`src/rtl/queued_insn_decoder_if.sv`:
```
// Decoded-instruction types, table lookups and the decoder bus interface.
// Latency: n/a (types and pure functions only).
// Backpressure: n/a; the interface carries fifo_rd_en/fifo_empty and valid/ready.
// Ports (interface): fifo_rd_en, fifo_rd_data, fifo_empty on the byte side;
// instruction, valid, ready on the decoded side. master = decoder, slave = peer.

package queued_insn_decoder_pkg;

    typedef enum logic [1:0] {
        REP_PREFIX_NONE = 2'd0,
        REP_PREFIX_E    = 2'd1,
        REP_PREFIX_NE   = 2'd2
    } rep_prefix_t;

    // Encoding matches bits [4:3] of the segment-override prefix byte.
    typedef enum logic [1:0] {
        SEG_ES = 2'd0,
        SEG_CS = 2'd1,
        SEG_SS = 2'd2,
        SEG_DS = 2'd3
    } segment_t;

    typedef struct packed {
        logic [7:0]       opcode;
        logic [7:0]       mod_rm;
        rep_prefix_t      rep;
        segment_t         segment;
        logic             has_segment_override;
        logic             lock;
        logic [1:0][15:0] immediates;
        logic [15:0]      displacement;
        logic             has_modrm;
        logic [3:0]       length;
        logic             invalid;
    } Instruction;

    function automatic logic insn_has_modrm(input logic [7:0] op);
        logic r;
        // ALU r/m forms: 00-03, 08-0B, ... 38-3B
        r = (op[7:6] == 2'b00) && (op[2] == 1'b0);
        case (op) inside
            8'h62, 8'h69, 8'h6b, [8'h80:8'h8f], 8'hc0, 8'hc1, [8'hc4:8'hc7],
            [8'hd0:8'hd3], [8'hd8:8'hdf], 8'hf6, 8'hf7, 8'hfe, 8'hff: r = 1'b1;
            default: ;
        endcase
        return r;
    endfunction

    // mod_rm only matters for the F6/F7 group, where only TEST (reg=000) has an immediate.
    function automatic logic [1:0] insn_immed_count(input logic [7:0] op, input logic [7:0] mod_rm);
        logic [1:0] r;
        r = ((op[7:6] == 2'b00) && ((op[2:0] == 3'd4) || (op[2:0] == 3'd5))) ? 2'd1 : 2'd0;
        case (op) inside
            [8'h68:8'h6b], [8'h70:8'h7f], [8'h80:8'h83], [8'ha0:8'ha3], 8'ha8, 8'ha9,
            [8'hb0:8'hbf], 8'hc0, 8'hc1, 8'hc2, 8'hc6, 8'hc7, 8'hca, 8'hcd, 8'hd4, 8'hd5,
            [8'he0:8'he9], 8'heb: r = 2'd1;
            8'h9a, 8'hc8, 8'hea: r = 2'd2;
            8'hf6, 8'hf7: r = (mod_rm[5:3] == 3'b000) ? 2'd1 : 2'd0;
            default: ;
        endcase
        return r;
    endfunction

    function automatic logic insn_immed_is_8bit(input logic [7:0] op, input logic idx);
        logic r;
        // AL,imm8 vs AX,imm16 in the ALU accumulator forms
        r = (op[7:6] == 2'b00) && !op[0];
        case (op) inside
            8'h6a, 8'h6b, [8'h70:8'h7f], 8'h80, 8'h82, 8'h83, 8'ha8, [8'hb0:8'hb7],
            8'hc0, 8'hc1, 8'hc6, 8'hcd, 8'hd4, 8'hd5, [8'he0:8'he7], 8'heb, 8'hf6: r = 1'b1;
            8'hc8: r = idx;   // ENTER: imm16 frame size, then imm8 nesting level
            default: ;
        endcase
        return r;
    endfunction

endpackage

interface queued_insn_decoder_if;
    import queued_insn_decoder_pkg::*;

    logic       fifo_rd_en;
    logic [7:0] fifo_rd_data;
    logic       fifo_empty;
    Instruction instruction;
    logic       valid;
    logic       ready;

    modport master (
        output fifo_rd_en,
        input  fifo_rd_data,
        input  fifo_empty,
        output instruction,
        output valid,
        input  ready
    );

    modport slave (
        input  fifo_rd_en,
        output fifo_rd_data,
        output fifo_empty,
        input  instruction,
        input  valid,
        output ready
    );
endinterface

```
`src/rtl/queued_insn_decoder.sv`:
```
// Byte-serial 8086 instruction decoder feeding an OUT_DEPTH-entry circular queue.
// Latency: one byte consumed per cycle; entry visible (valid) 1 cycle after its last byte.
// Backpressure: stops popping the byte FIFO when the queue is full and not being popped.
// Ports: clk, reset (sync, active-high), flush, bus (queued_insn_decoder_if.master),
// insn_count (only when DECODER_STATS_EN is defined: pushes since reset, wraps at 2^32).

module queued_insn_decoder
    import queued_insn_decoder_pkg::*;
#(
    parameter int OUT_DEPTH = 2,
    parameter int MAX_LEN   = 15
) (
    input  logic                  clk,
    input  logic                  reset,
    input  logic                  flush,
    queued_insn_decoder_if.master bus
`ifdef DECODER_STATS_EN
    ,
    output logic [31:0]           insn_count
`endif
);

    localparam int PW = (OUT_DEPTH > 1) ? $clog2(OUT_DEPTH) : 1;
    localparam int CW = $clog2(OUT_DEPTH + 1);

    typedef enum logic [2:0] {
        OPCODE, MODRM, DISP_LO, DISP_HI, IMM0_LO, IMM0_HI, IMM1_LO, IMM1_HI
    } state_t;

    state_t        state_q, state_d, step_state;
    Instruction    cur_q, cur_d, nxt, entry;
    logic          push, pop, done;
    logic [1:0]    imm_cnt;
    logic [7:0]    b;
    Instruction    mem [OUT_DEPTH];
    logic [PW-1:0] rd_ptr, wr_ptr;
    logic [CW-1:0] occupancy;

    function automatic logic [PW-1:0] ptr_inc(input logic [PW-1:0] p);
        return (p == PW'(OUT_DEPTH - 1)) ? '0 : p + PW'(1);
    endfunction

    assign b               = bus.fifo_rd_data;
    assign bus.valid       = (occupancy != '0);
    assign bus.instruction = mem[rd_ptr];
    assign pop             = bus.valid && bus.ready;
    // A full queue may still take a byte when the head leaves in the same cycle.
    assign bus.fifo_rd_en  = !reset && !flush && !bus.fifo_empty &&
                             ((occupancy < CW'(OUT_DEPTH)) || pop);

    always_comb begin
        nxt        = cur_q;
        nxt.length = cur_q.length + 4'd1;
        step_state = state_q;
        done       = 1'b0;
        // Valid once mod_rm has been captured; MODRM itself uses the live byte.
        imm_cnt    = insn_immed_count(cur_q.opcode, cur_q.mod_rm);

        case (state_q)
            OPCODE: begin
                case (b)
                    8'h26, 8'h2e, 8'h36, 8'h3e: begin
                        nxt.has_segment_override = 1'b1;
                        nxt.segment              = segment_t'(b[4:3]);
                    end
                    8'hf0: nxt.lock = 1'b1;
                    8'hf2: nxt.rep  = REP_PREFIX_NE;
                    8'hf3: nxt.rep  = REP_PREFIX_E;
                    default: begin
                        nxt.opcode    = b;
                        nxt.has_modrm = insn_has_modrm(b);
                        if (nxt.has_modrm)
                            step_state = MODRM;
                        else if (insn_immed_count(b, 8'h00) != 2'd0)
                            step_state = IMM0_LO;
                        else
                            done = 1'b1;
                    end
                endcase
            end
            MODRM: begin
                nxt.mod_rm = b;
                if ((b[7:6] == 2'b01) || (b[7:6] == 2'b10) ||
                    ((b[7:6] == 2'b00) && (b[2:0] == 3'b110)))
                    step_state = DISP_LO;
                else if (insn_immed_count(cur_q.opcode, b) != 2'd0)
                    step_state = IMM0_LO;
                else
                    done = 1'b1;
            end
            DISP_LO: begin
                nxt.displacement = {{8{b[7]}}, b};
                // mod==00 only reaches here for the rm==110 direct address (disp16)
                if ((cur_q.mod_rm[7:6] == 2'b10) || (cur_q.mod_rm[7:6] == 2'b00))
                    step_state = DISP_HI;
                else if (imm_cnt != 2'd0)
                    step_state = IMM0_LO;
                else
                    done = 1'b1;
            end
            DISP_HI: begin
                nxt.displacement[15:8] = b;
                if (imm_cnt != 2'd0)
                    step_state = IMM0_LO;
                else
                    done = 1'b1;
            end
            IMM0_LO: begin
                nxt.immediates[0] = {{8{b[7]}}, b};
                if (!insn_immed_is_8bit(cur_q.opcode, 1'b0))
                    step_state = IMM0_HI;
                else if (imm_cnt == 2'd2)
                    step_state = IMM1_LO;
                else
                    done = 1'b1;
            end
            IMM0_HI: begin
                nxt.immediates[0][15:8] = b;
                if (imm_cnt == 2'd2)
                    step_state = IMM1_LO;
                else
                    done = 1'b1;
            end
            IMM1_LO: begin
                nxt.immediates[1] = {{8{b[7]}}, b};
                if (insn_immed_is_8bit(cur_q.opcode, 1'b1))
                    done = 1'b1;
                else
                    step_state = IMM1_HI;
            end
            IMM1_HI: begin
                nxt.immediates[1][15:8] = b;
                done = 1'b1;
            end
            default: step_state = OPCODE;
        endcase

        state_d = state_q;
        cur_d   = cur_q;
        push    = 1'b0;
        entry   = nxt;
        if (bus.fifo_rd_en) begin
            if (done) begin
                push    = 1'b1;
                cur_d   = '0;
                state_d = OPCODE;
            end else if (nxt.length == 4'(MAX_LEN)) begin
                // MAX_LEN bytes taken with more still needed: the next byte would
                // exceed the limit, so emit now and let that byte start afresh.
                push         = 1'b1;
                entry.invalid = 1'b1;
                cur_d        = '0;
                state_d      = OPCODE;
            end else begin
                cur_d   = nxt;
                state_d = step_state;
            end
        end
        if (flush) begin
            push    = 1'b0;
            cur_d   = '0;
            state_d = OPCODE;
        end
    end

    always_ff @(posedge clk) begin
        if (reset) begin
            state_q <= OPCODE;
            cur_q   <= '0;
        end else begin
            state_q <= state_d;
            cur_q   <= cur_d;
        end
    end

    always_ff @(posedge clk) begin
        if (reset || flush) begin
            occupancy <= '0;
            rd_ptr    <= '0;
            wr_ptr    <= '0;
        end else begin
            if (push)
                wr_ptr <= ptr_inc(wr_ptr);
            if (pop)
                rd_ptr <= ptr_inc(rd_ptr);
            if (push && !pop)
                occupancy <= occupancy + CW'(1);
            else if (pop && !push)
                occupancy <= occupancy - CW'(1);
        end
    end

    // When full with push and pop together, wr_ptr == rd_ptr: the head is read
    // this cycle before the slot is overwritten at the edge.
    always_ff @(posedge clk) begin
        if (push)
            mem[wr_ptr] <= entry;
    end

`ifdef DECODER_STATS_EN
    always_ff @(posedge clk) begin
        if (reset)
            insn_count <= '0;
        else if (push)
            insn_count <= insn_count + 32'd1;
    end
`endif

endmodule

```
`src/flat_wrapper.sv`:
```
// flat-port wrapper written by rule: the top's interface ports become plain ports
module queued_insn_decoder_flat import queued_insn_decoder_pkg::*;
#(
    parameter int OUT_DEPTH = 2,
    parameter int MAX_LEN   = 15
)
  (clk, reset, flush, bus_fifo_rd_en, bus_fifo_rd_data, bus_fifo_empty, bus_instruction, bus_valid, bus_ready);
  queued_insn_decoder_if bus_i ();
  input  logic clk;
  input  logic reset;
  input  logic flush;
  output wire logic [$bits(bus_i.fifo_rd_en)-1:0] bus_fifo_rd_en;
  input wire logic [$bits(bus_i.fifo_rd_data)-1:0] bus_fifo_rd_data;
  input wire logic [$bits(bus_i.fifo_empty)-1:0] bus_fifo_empty;
  output wire logic [$bits(bus_i.instruction)-1:0] bus_instruction;
  output wire logic [$bits(bus_i.valid)-1:0] bus_valid;
  input wire logic [$bits(bus_i.ready)-1:0] bus_ready;
  assign bus_fifo_rd_en = bus_i.fifo_rd_en;
  assign bus_i.fifo_rd_data = bus_fifo_rd_data;
  assign bus_i.fifo_empty = bus_fifo_empty;
  assign bus_instruction = bus_i.instruction;
  assign bus_valid = bus_i.valid;
  assign bus_i.ready = bus_ready;
  queued_insn_decoder #(.OUT_DEPTH(OUT_DEPTH), .MAX_LEN(MAX_LEN)) u_core (.clk(clk), .reset(reset), .flush(flush), .bus(bus_i));
endmodule
```
`config.mk`:
```
export PLATFORM = sky130hd
export DESIGN_NAME = queued_insn_decoder_flat
export DESIGN_NICKNAME = d
export VERILOG_FILES = /design/src/rtl/queued_insn_decoder_if.sv /design/src/rtl/queued_insn_decoder.sv /design/src/flat_wrapper.sv
export SDC_FILE = /design/constraint.sdc
export NUM_CORES = 1
export LEC_CHECK = 0
export CORE_AREA = 2 2 133 187
export DETAILED_ROUTE_END_ITERATION = 8
export DIE_AREA = 0 0 135 189
export DONT_BUFFER_PORTS = 1
export PLACE_DENSITY = 0.6
export SETUP_SLACK_MARGIN = 0.5
export SLEW_MARGIN = 20
export SYNTH_ARGS = -nofsm -noshare
export SYNTH_HDL_FRONTEND = slang
export SYNTH_SLANG_ARGS = --single-unit
```
`constraint.sdc`:
```
create_clock -name clk -period 14.69 [get_ports clk]
set_input_delay 2.938 -clock clk [delete_from_list [all_inputs] [get_ports clk]]
set_output_delay 2.938 -clock clk [all_outputs]
set_load 0.01 [all_outputs]
```
Word level (Yosys, flattened, before mapping)
Memories as Yosys holds them, arrays and structs flattened. A register that Yosys moved wholly into a read port is not among the register bits.
Index checks and enable logic that the tools add are counted.
Widths: inputs -> output; s select.

word-level totals
  memories kept = 1
  logic and storage cells = 280
  register bits = 83
  bits in writable memories = 152
  output and inout port bits = 78

operators by class
  order comparisons = 34
  mux-type cells = 83
  bitwise logic cells = 1
  reductions and logical operators = 68
  equality and inequality tests = 72
  add/sub/neg operators = 5

memory list
  memory      depth  width  read ports  clocked after memory_dff  write ports  line                       RTL
  u_core.mem  2      76     1           1                         1            queued_insn_decoder.sv:35  Instruction mem [OUT_DEPTH];

operators with widths
  cell                number
  $eq 8x8->1 const B  42
  $mux 76             2
  $le 8x8->1 const B  14
  $ge 8x8->1 const B  11
  $mux 8              6
  $pmux 8 s2          3
  $eq 8x7->1 const B  5
  $mux 1              39
  $mux 3              13
  $reduce_or 18->1    2
  $eq 8x6->1 const B  4
  $ge 8x7->1 const B  4
  $le 8x7->1 const B  4
  $mux 2              16
  $logic_and 1x1->1   29
  $eq 3x3->1 const B  9
  $pmux 3 s7          1
  $reduce_or 17->1    1
  $reduce_or 13->1    1
  $reduce_bool 2->1   6
  $ne 5x1->1 const B  2
  $logic_not 3->1     3
  $reduce_bool 9->1   1
  $pmux 1 s8          1
  24 further kinds    44

Longest topological paths before layout
Gate-level depths: netlist of run 1.

  depth after elaboration = 22
  depth in mapped cells = 16

Least setup slack after synthesis of run 1
No wires, ideal clock.

  path kind = input -> register
  start = input port bus_fifo_rd_data[7]
  end = memory u_core.mem[0][0] (netlist bit), enable pin
  data required time = 14.085 ns
  arrival = 10.132 ns
  stages on the path = 12
  setup slack = 3.953 ns
  setup time = 0.605 ns
  buffers on the path = 2
  path through = clkbuf_1 clkinv_1 ha_1 nand2_1 a2111oi_0 a311o_1 a211oi_1 nand4_1 o21ai_1 a21boi_4 buf_6 nor3_1

between the ends
  word-level cells in the longest chain between the ends = 19
  elaborated cells on any way between the ends = 92
  those cells by class = order compare (19); eq/ne (31); mux (20); reduce/logical (22)

RTL lines
  item                                                 line                        RTL
  from (decl)                                          flat_wrapper.sv:13          input wire logic [$bits(bus_i.fifo_rd_data)-1:0] bus_fifo_rd_data;
  branches (longest 13 deep; another with $ge 8x8->1)  n/a
  $pmux 1 s8 (*)                                       queued_insn_decoder.sv:59   case (state_q)
  $mux 1 (*)                                           queued_insn_decoder.sv:143  if (done) begin
  $mux 1 (*)                                           queued_insn_decoder.sv:142  if (bus.fifo_rd_en) begin
  $mux 1 (*)                                           queued_insn_decoder.sv:159  if (flush) begin
  $mux 1 (*)                                           queued_insn_decoder.sv:196  if (push)
  $mux 1 (not written as such) (*)                     queued_insn_decoder.sv:197  mem[wr_ptr] <= entry;
  to (decl)                                            queued_insn_decoder.sv:35

Mark *: on every way between the ends. The select of a mux whose other input is x is not followed.

Worst setup path after layout of run 1
  start = input port flush
  end = output port bus_fifo_rd_en

between the ends
  word-level cells in the longest chain between the ends = 4

RTL lines
  item                            line                       RTL
  from (decl)                     flat_wrapper.sv:11         input logic flush;
  $logic_not 1->1                 queued_insn_decoder.sv:48  assign bus.fifo_rd_en = !reset && !flush && !bus.fifo_empty &&
  $logic_and 1x1->1 (3 in a row)  queued_insn_decoder.sv:48
  to (decl)                       flat_wrapper.sv:12         output wire logic [$bits(bus_i.fifo_rd_en)-1:0] bus_fifo_rd_en;

No other way between the ends.

==> flow_summary.toml, run 1 <==
[setup_path]
regToRegStartpoint = "u_core.state_q[0]$_SDFFE_PP0P_"
rrSetupSlack_ns = 10.09
crit_cells = 4
cp-startpoint = "flush"
cp_slowest_cell = "or3_2"
path_class = "input port to output pin"
crit_path_end_kind = "output pin"
cpPeakStageDelay_ns = 0.58
worst_ep_required_time_ns = 11.75
r2r_end = "u_core.mem[1][42]$_DFFE_PP_"
path_max_fanout = 79
crit_arrival_ns = 4.24
path_cells = "or2_2 > buf_4 > or3_2 > inv_2"
r2r_cells = 9
cp_top_family = "simple AND/OR/NAND/NOR gates"
cp.buffers_inverters = 2
cp-start-kind = "input port"

[sta]
final.setup_skew_ns = 0.0108
setup_slack_ns = 7.52
setup_viol = 0
clock.fmax_mhz = 139
tns_ns = 0
slew_viol_final = 0
grt_setup_unrepaired = "false"
slew-limit-headroom_pct = 40.3
hold_ws_ns = 0.449
worst_pin_slew_ns = 0.895
finalCritPeriodShare_pct = 48.8
finalHoldViolCount = 0
finalCriticalPeriod_ns = 7.17

[cts]
clk_latency_ns = 0.51
cts_max_level = 1
tritoncts.num_buffers = 22
cts_buffer_depth = 3
clock-root-buffer = "clkbuf_16"
clk_pin_slew_ns = 0.06
cts_hold_buf = 0
cts_tree = "done"
cts.repair.resized = 0
cts_sinks = 235
cts_setup_buffers = 0

[run]
max_cap_violations = 0

[finish]
most-common-layout-cells = "152 x edfxtp_1, 140 x nand2_1, 104 x mux2_2"
area_growth_pct = 9.64
final_area_um2 = 11600
n_antenna_cell = 0
drive_above_1_share_pct = 17.8
final_common_cell = "edfxtp_1"
fin_util_pct = 48.9
nets = 938

[floorplanning]
die_area_um2 = 25500
die_x_um = 135
start_util_pct = 44.6
die_y_um = 189
rows = 67
io_pins = 91
coreArea_um2 = 23800

[place]
place_ws_ns = 7.46
postPlaceCellArea_um2 = 10800
dpl.hpwl_um = 15300
io_buffers = 0
gp_congestion = 0.820

[drt]
vias = 7186
final_antenna_net_count = 0
wl_per_cell_um = 20.0
drt_pass1_iterations = 5
drt_wl_total_um = 24900
drtIter0Drc = 645
drc = 0
avgViaCountPerCell = 5.78

[synthesis]
synth_seq_cells = 235
synthesis.area_um2 = 10600
synth_warnings = 0
synthCells = 957
yosysUniqueCellTypes = 71
synth_flop_cell = "edfxtp_1"
synth_edf_count = 152
synth-seq-area-share_pct = 58.6
ys_async_sr_fraction_pct = 0
syn_avg_cell_area_um2 = 11.1
syn-num-nets = 978

[global_route]
grt_use_total_pct = 19.2
grt_pass1_vias = 6634
antenna_found_initial = 0
grt_overflow = 0
grt_start_max_net_pins = 81
grt_pass1_wl_um = 38500

[hold_path]
holdPathEnd = "u_core.cur_q[56]$_SDFFE_PP0P_"
hold_path.startpoint = "u_core.cur_q[56]$_SDFFE_PP0P_"
holdPathStages = 2
hp-class = "flop to flop"

[outcome]
status = "complete, no violations"

[power]
power_density_nw_per_um2 = 123
vdd_drop_max_mv = 0.0754
p_leak_nw = 3.62
==> cells by family after synthesis <==
family / after synthesis / share of synthesized area (%)
simple gates: 317 / 14.2
flops: 235 / 58.6
compound gates: 194 / 10.9
mux: 104 / 11.0
buf+inv: 91 / 3.63
xor+xnor: 8 / 0.660
fa+ha+maj: 8 / 0.943
==> how the worst max path moves through the flow <==
stage	endpoint
after global routing	bus_fifo_rd_en
after detailed placement	bus_fifo_rd_en
after floorplan	u_core.mem[0][0]$_DFFE_PP_
final	bus_fifo_rd_en
after global placement	bus_fifo_rd_en
after CTS	bus_fifo_rd_en
==> power by group <==
group / internal [W] / switching [W]
combinational: 0.0000186 / 0.0000522
sequential: 0.000704 / 0.00000373
clock: 0.000410 / 0.000241
==> cells in the mapped netlist, drive strengths merged, types with 3 or more instances <==
library cell,number,share of area (%)
edfxtp,152,43
nand2,141,5.0
mux2,104,11
a21oi,86,4.1
nand3,85,4.0
dfxtp,83,16
clkbuf,52,1.8
o21ai,48,2.3
nor2,27,0.95
buf,21,1.2
inv,17,0.60
nor3,13,0.66
a31oi,9,0.53
ha,8,0.94
nor4,6,0.41
nand4,5,0.35
o22ai,5,0.29
or2,5,0.29
xor2,5,0.41
a22oi,4,0.28
a41oi,4,0.33
nand2b,4,0.24
nor2b,4,0.24
nor3b,4,0.28
a211oi,3,0.21
a2bb2oi,3,0.25
and2,3,0.18
nand4b,3,0.25
or3,3,0.18
xnor2,3,0.25
==> cell type report <==
cell class	instances	area [um2]
Clock buffer	31	677
Clock inverter	9	176
Fill cell	2133	12200
Inverter	18	67.6
Multi-Input combinational cell	631	4020
Sequential cell	235	6230
Tap cell	310	388
Timing Repair Buffer	9	87.6
==> per-layer routing <==
metal	vias up	GRT usage, %	share of wire (%)
li1	3440	-	-
met1	3511	24.4	41
met2	198	34.1	53
met3	37	2.62	4.8
met4	0	5.13	1.8
met5	-	0	0
==> flip-flops by register name (all words and copies together) (netlist names), named ones only <==
| register | flops |
|---|---|
| u_core.cur_q | 75 |
| u_core.mem | 152 |
| u_core.occupancy | 2 |
| u_core.rd_ptr | 1 |
| u_core.state_q | 3 |
| u_core.wr_ptr | 1 |
==> tightest hold or removal path: stages (launching register included) <==
cell,delay [ns]
dfxtp_1,0.31
nand2_1,0.05
a21oi_1,0.05
==> through the flow <==
stage | std cells | power, W
after floorplan | 957 | 0.000781
after global placement | 1202 | 0.000793
after detailed placement | 1202 | 0.000793
after CTS | 1242 | 0.00144
after global routing | 1243 | 0.00147
final | 1243 | 0.00143
No activity file was read; power rests on OpenSTA's default activity.
==> run 2, diff against run 1 <==
--- a/config.mk
+++ b/config.mk
@@ -9,7 +9,7 @@
 export DETAILED_ROUTE_END_ITERATION = 8
 export DIE_AREA = 0 0 135 189
 export DONT_BUFFER_PORTS = 1
-export PLACE_DENSITY = 0.6
+export PLACE_DENSITY = 0.62
 export SETUP_SLACK_MARGIN = 0.5
 export SLEW_MARGIN = 20
 export SYNTH_ARGS = -nofsm -noshare
==> constraint.sdc (replaced) <==
create_clock -name clk -period 6.1 [get_ports clk]
set_input_delay 1.22 -clock clk [delete_from_list [all_inputs] [get_ports clk]]
set_output_delay 1.22 -clock clk [all_outputs]
set_load 0.01 [all_outputs]
==> flow_summary.toml, run 2 (same netlist as run 1, synthesis figures left out) <==
[sta]
clock.fmax_mhz = 238
worst_pin_slew_ns = 0.955
finalCriticalPeriod_ns = 4.20
setup_viol = 0
grt_setup_unrepaired = "false"
hold_ws_ns = 0.451
final.setup_skew_ns = 0.0103
slew_viol_final = 0
slew-limit-headroom_pct = 35.9
finalHoldViolCount = 0
tns_ns = 0
finalCritPeriodShare_pct = 68.8

[cts]
cts_max_level = 1
cts_setup_buffers = 0
tritoncts.num_buffers = 22
cts.repair.resized = 0
clk_latency_ns = 0.50
cts_tree = "done"
clk_pin_slew_ns = 0.06
clock-root-buffer = "clkbuf_16"
cts_hold_buf = 0
cts_buffer_depth = 3
cts_sinks = 235

[place]
io_buffers = 0
dpl.hpwl_um = 15300
gp_congestion = 0.895

[setup_path]
path_cells = "clkinv_1 > ha_1 > nand2_1 > a2111oi_0 > a311o_1 > a211oi_1 > nand4_1 > o21ai_1 > a21boi_4 > buf_4 > nor3_4 > buf_4"
cp-startpoint = "bus_fifo_rd_data[7]"
path_max_fanout = 79
cp.buffers_inverters = 3
crit_arrival_ns = 4.33
cp-start-kind = "input port"
cp_slowest_cell = "buf_4"
cp_top_family = "buffers and inverters"
regToRegStartpoint = "u_core.state_q[0]$_SDFFE_PP0P_"
worst_ep_required_time_ns = 6.23
cpPeakStageDelay_ns = 0.49
crit_path_end_kind = "flop"
path_class = "input port to flop"
crit_path_frequent_cell = "buf_4"

[run]
max_cap_violations = 0

[floorplanning]
start_util_pct = 44.6
rows = 67
coreArea_um2 = 23800
io_pins = 91
die_x_um = 135
die_area_um2 = 25500
die_y_um = 189

[finish]
final_common_cell = "edfxtp_1"
top_register = "u_core.mem"
area_growth_pct = 9.00
largest_register_ffs = 152
nets = 938
fillers = 2174
reg_top3 = "u_core.mem (152), u_core.cur_q (75), u_core.state_q (3)"
drive_above_1_share_pct = 17.1
n_antenna_cell = 0
most-common-layout-cells = "152 x edfxtp_1, 140 x nand2_1, 104 x mux2_2"

[power]
p_leak_nw = 3.58
power_density_nw_per_um2 = 285
vdd_drop_max_mv = 0.179

[drt]
drt_wl_total_um = 24800
final_antenna_net_count = 0
drc = 0
drt_pass1_iterations = 6
drtIter0Drc = 578
wl_met3_um = 1220
top_layer = "met4"
avgViaCountPerCell = 5.84
vias = 7265
wl_per_cell_um = 19.9
dr_wl_met2_um = 13000
wirelength_met1_um = 10100

[hold_path]
hold_path.startpoint = "u_core.cur_q[30]$_SDFFE_PP0P_"
hp-class = "flop to flop"

[global_route]
grt_pass1_vias = 6842
grt_start_max_net_pins = 80
antenna_found_initial = 0
grt_use_total_pct = 19.1
grt_pass1_wl_um = 39100
grt_overflow = 0

[outcome]
status = "complete, no violations"
## run 2: cell types whose count changed in the layout (fill, tap and decap cells not counted), sizes merged
cell    previous run  this run
clkinv             5         4
clkbuf            31        34
bufinv             5         3
## run 2: final cells by class
cell class                      count  area [um2]  share of cell area (%)
Clock buffer                       34         657                    5.67
Clock inverter                      6         103                   0.886
Inverter                           18        67.6                   0.584
Multi-Input combinational cell    631        4020                    34.8
Sequential cell                   235        6230                    53.8
Tap cell                          310         388                    3.35
Timing Repair Buffer                9         108                   0.930
## run 2: worst min-delay path, stage by stage (launching register included)
cell and delay (ns):
dfxtp_1 0.31, nand2_1 0.05, a21oi_1 0.05
## run 2: layer usage
metal,GRT usage [%],vias to the layer above
met5,0,-
met4,4.45,0
met3,2.41,36
met2,34.3,219
met1,24.4,3585
li1,-,3425
## run 2: where the power goes
group	internal, W	switching [W]
registers	0.00169	0.00000940
clock network	0.000866	0.000556
logic	0.0000447	0.000127
total	0.00261	0.000692
## run 2: through the flow
step                util [%]  instances  setup WS [ns]  total power [W]  instance area, um2
floorplan                  -        957          0.629          0.00188               10600
global placement        45.2       1201           1.41          0.00191               10800
detailed placement      45.2       1201           1.34          0.00191               10800
CTS                     48.4       1241           1.83          0.00333               11500
global route            48.6       1243           1.63          0.00342               11600
finish                  48.6       1243           1.90          0.00330               11600
## run 2: final timing paths
kind,endpoint,slack [ns],depth (start not counted)
worst max-delay path,u_core.mem[0][29]$_DFFE_PP_,1.90,12
worst min-delay path,u_core.cur_q[30]$_SDFFE_PP0P_,0.45,2
worst max register to register,u_core.mem[0][29]$_DFFE_PP_,1.95,9
worst min register to register,u_core.cur_q[30]$_SDFFE_PP0P_,0.45,2
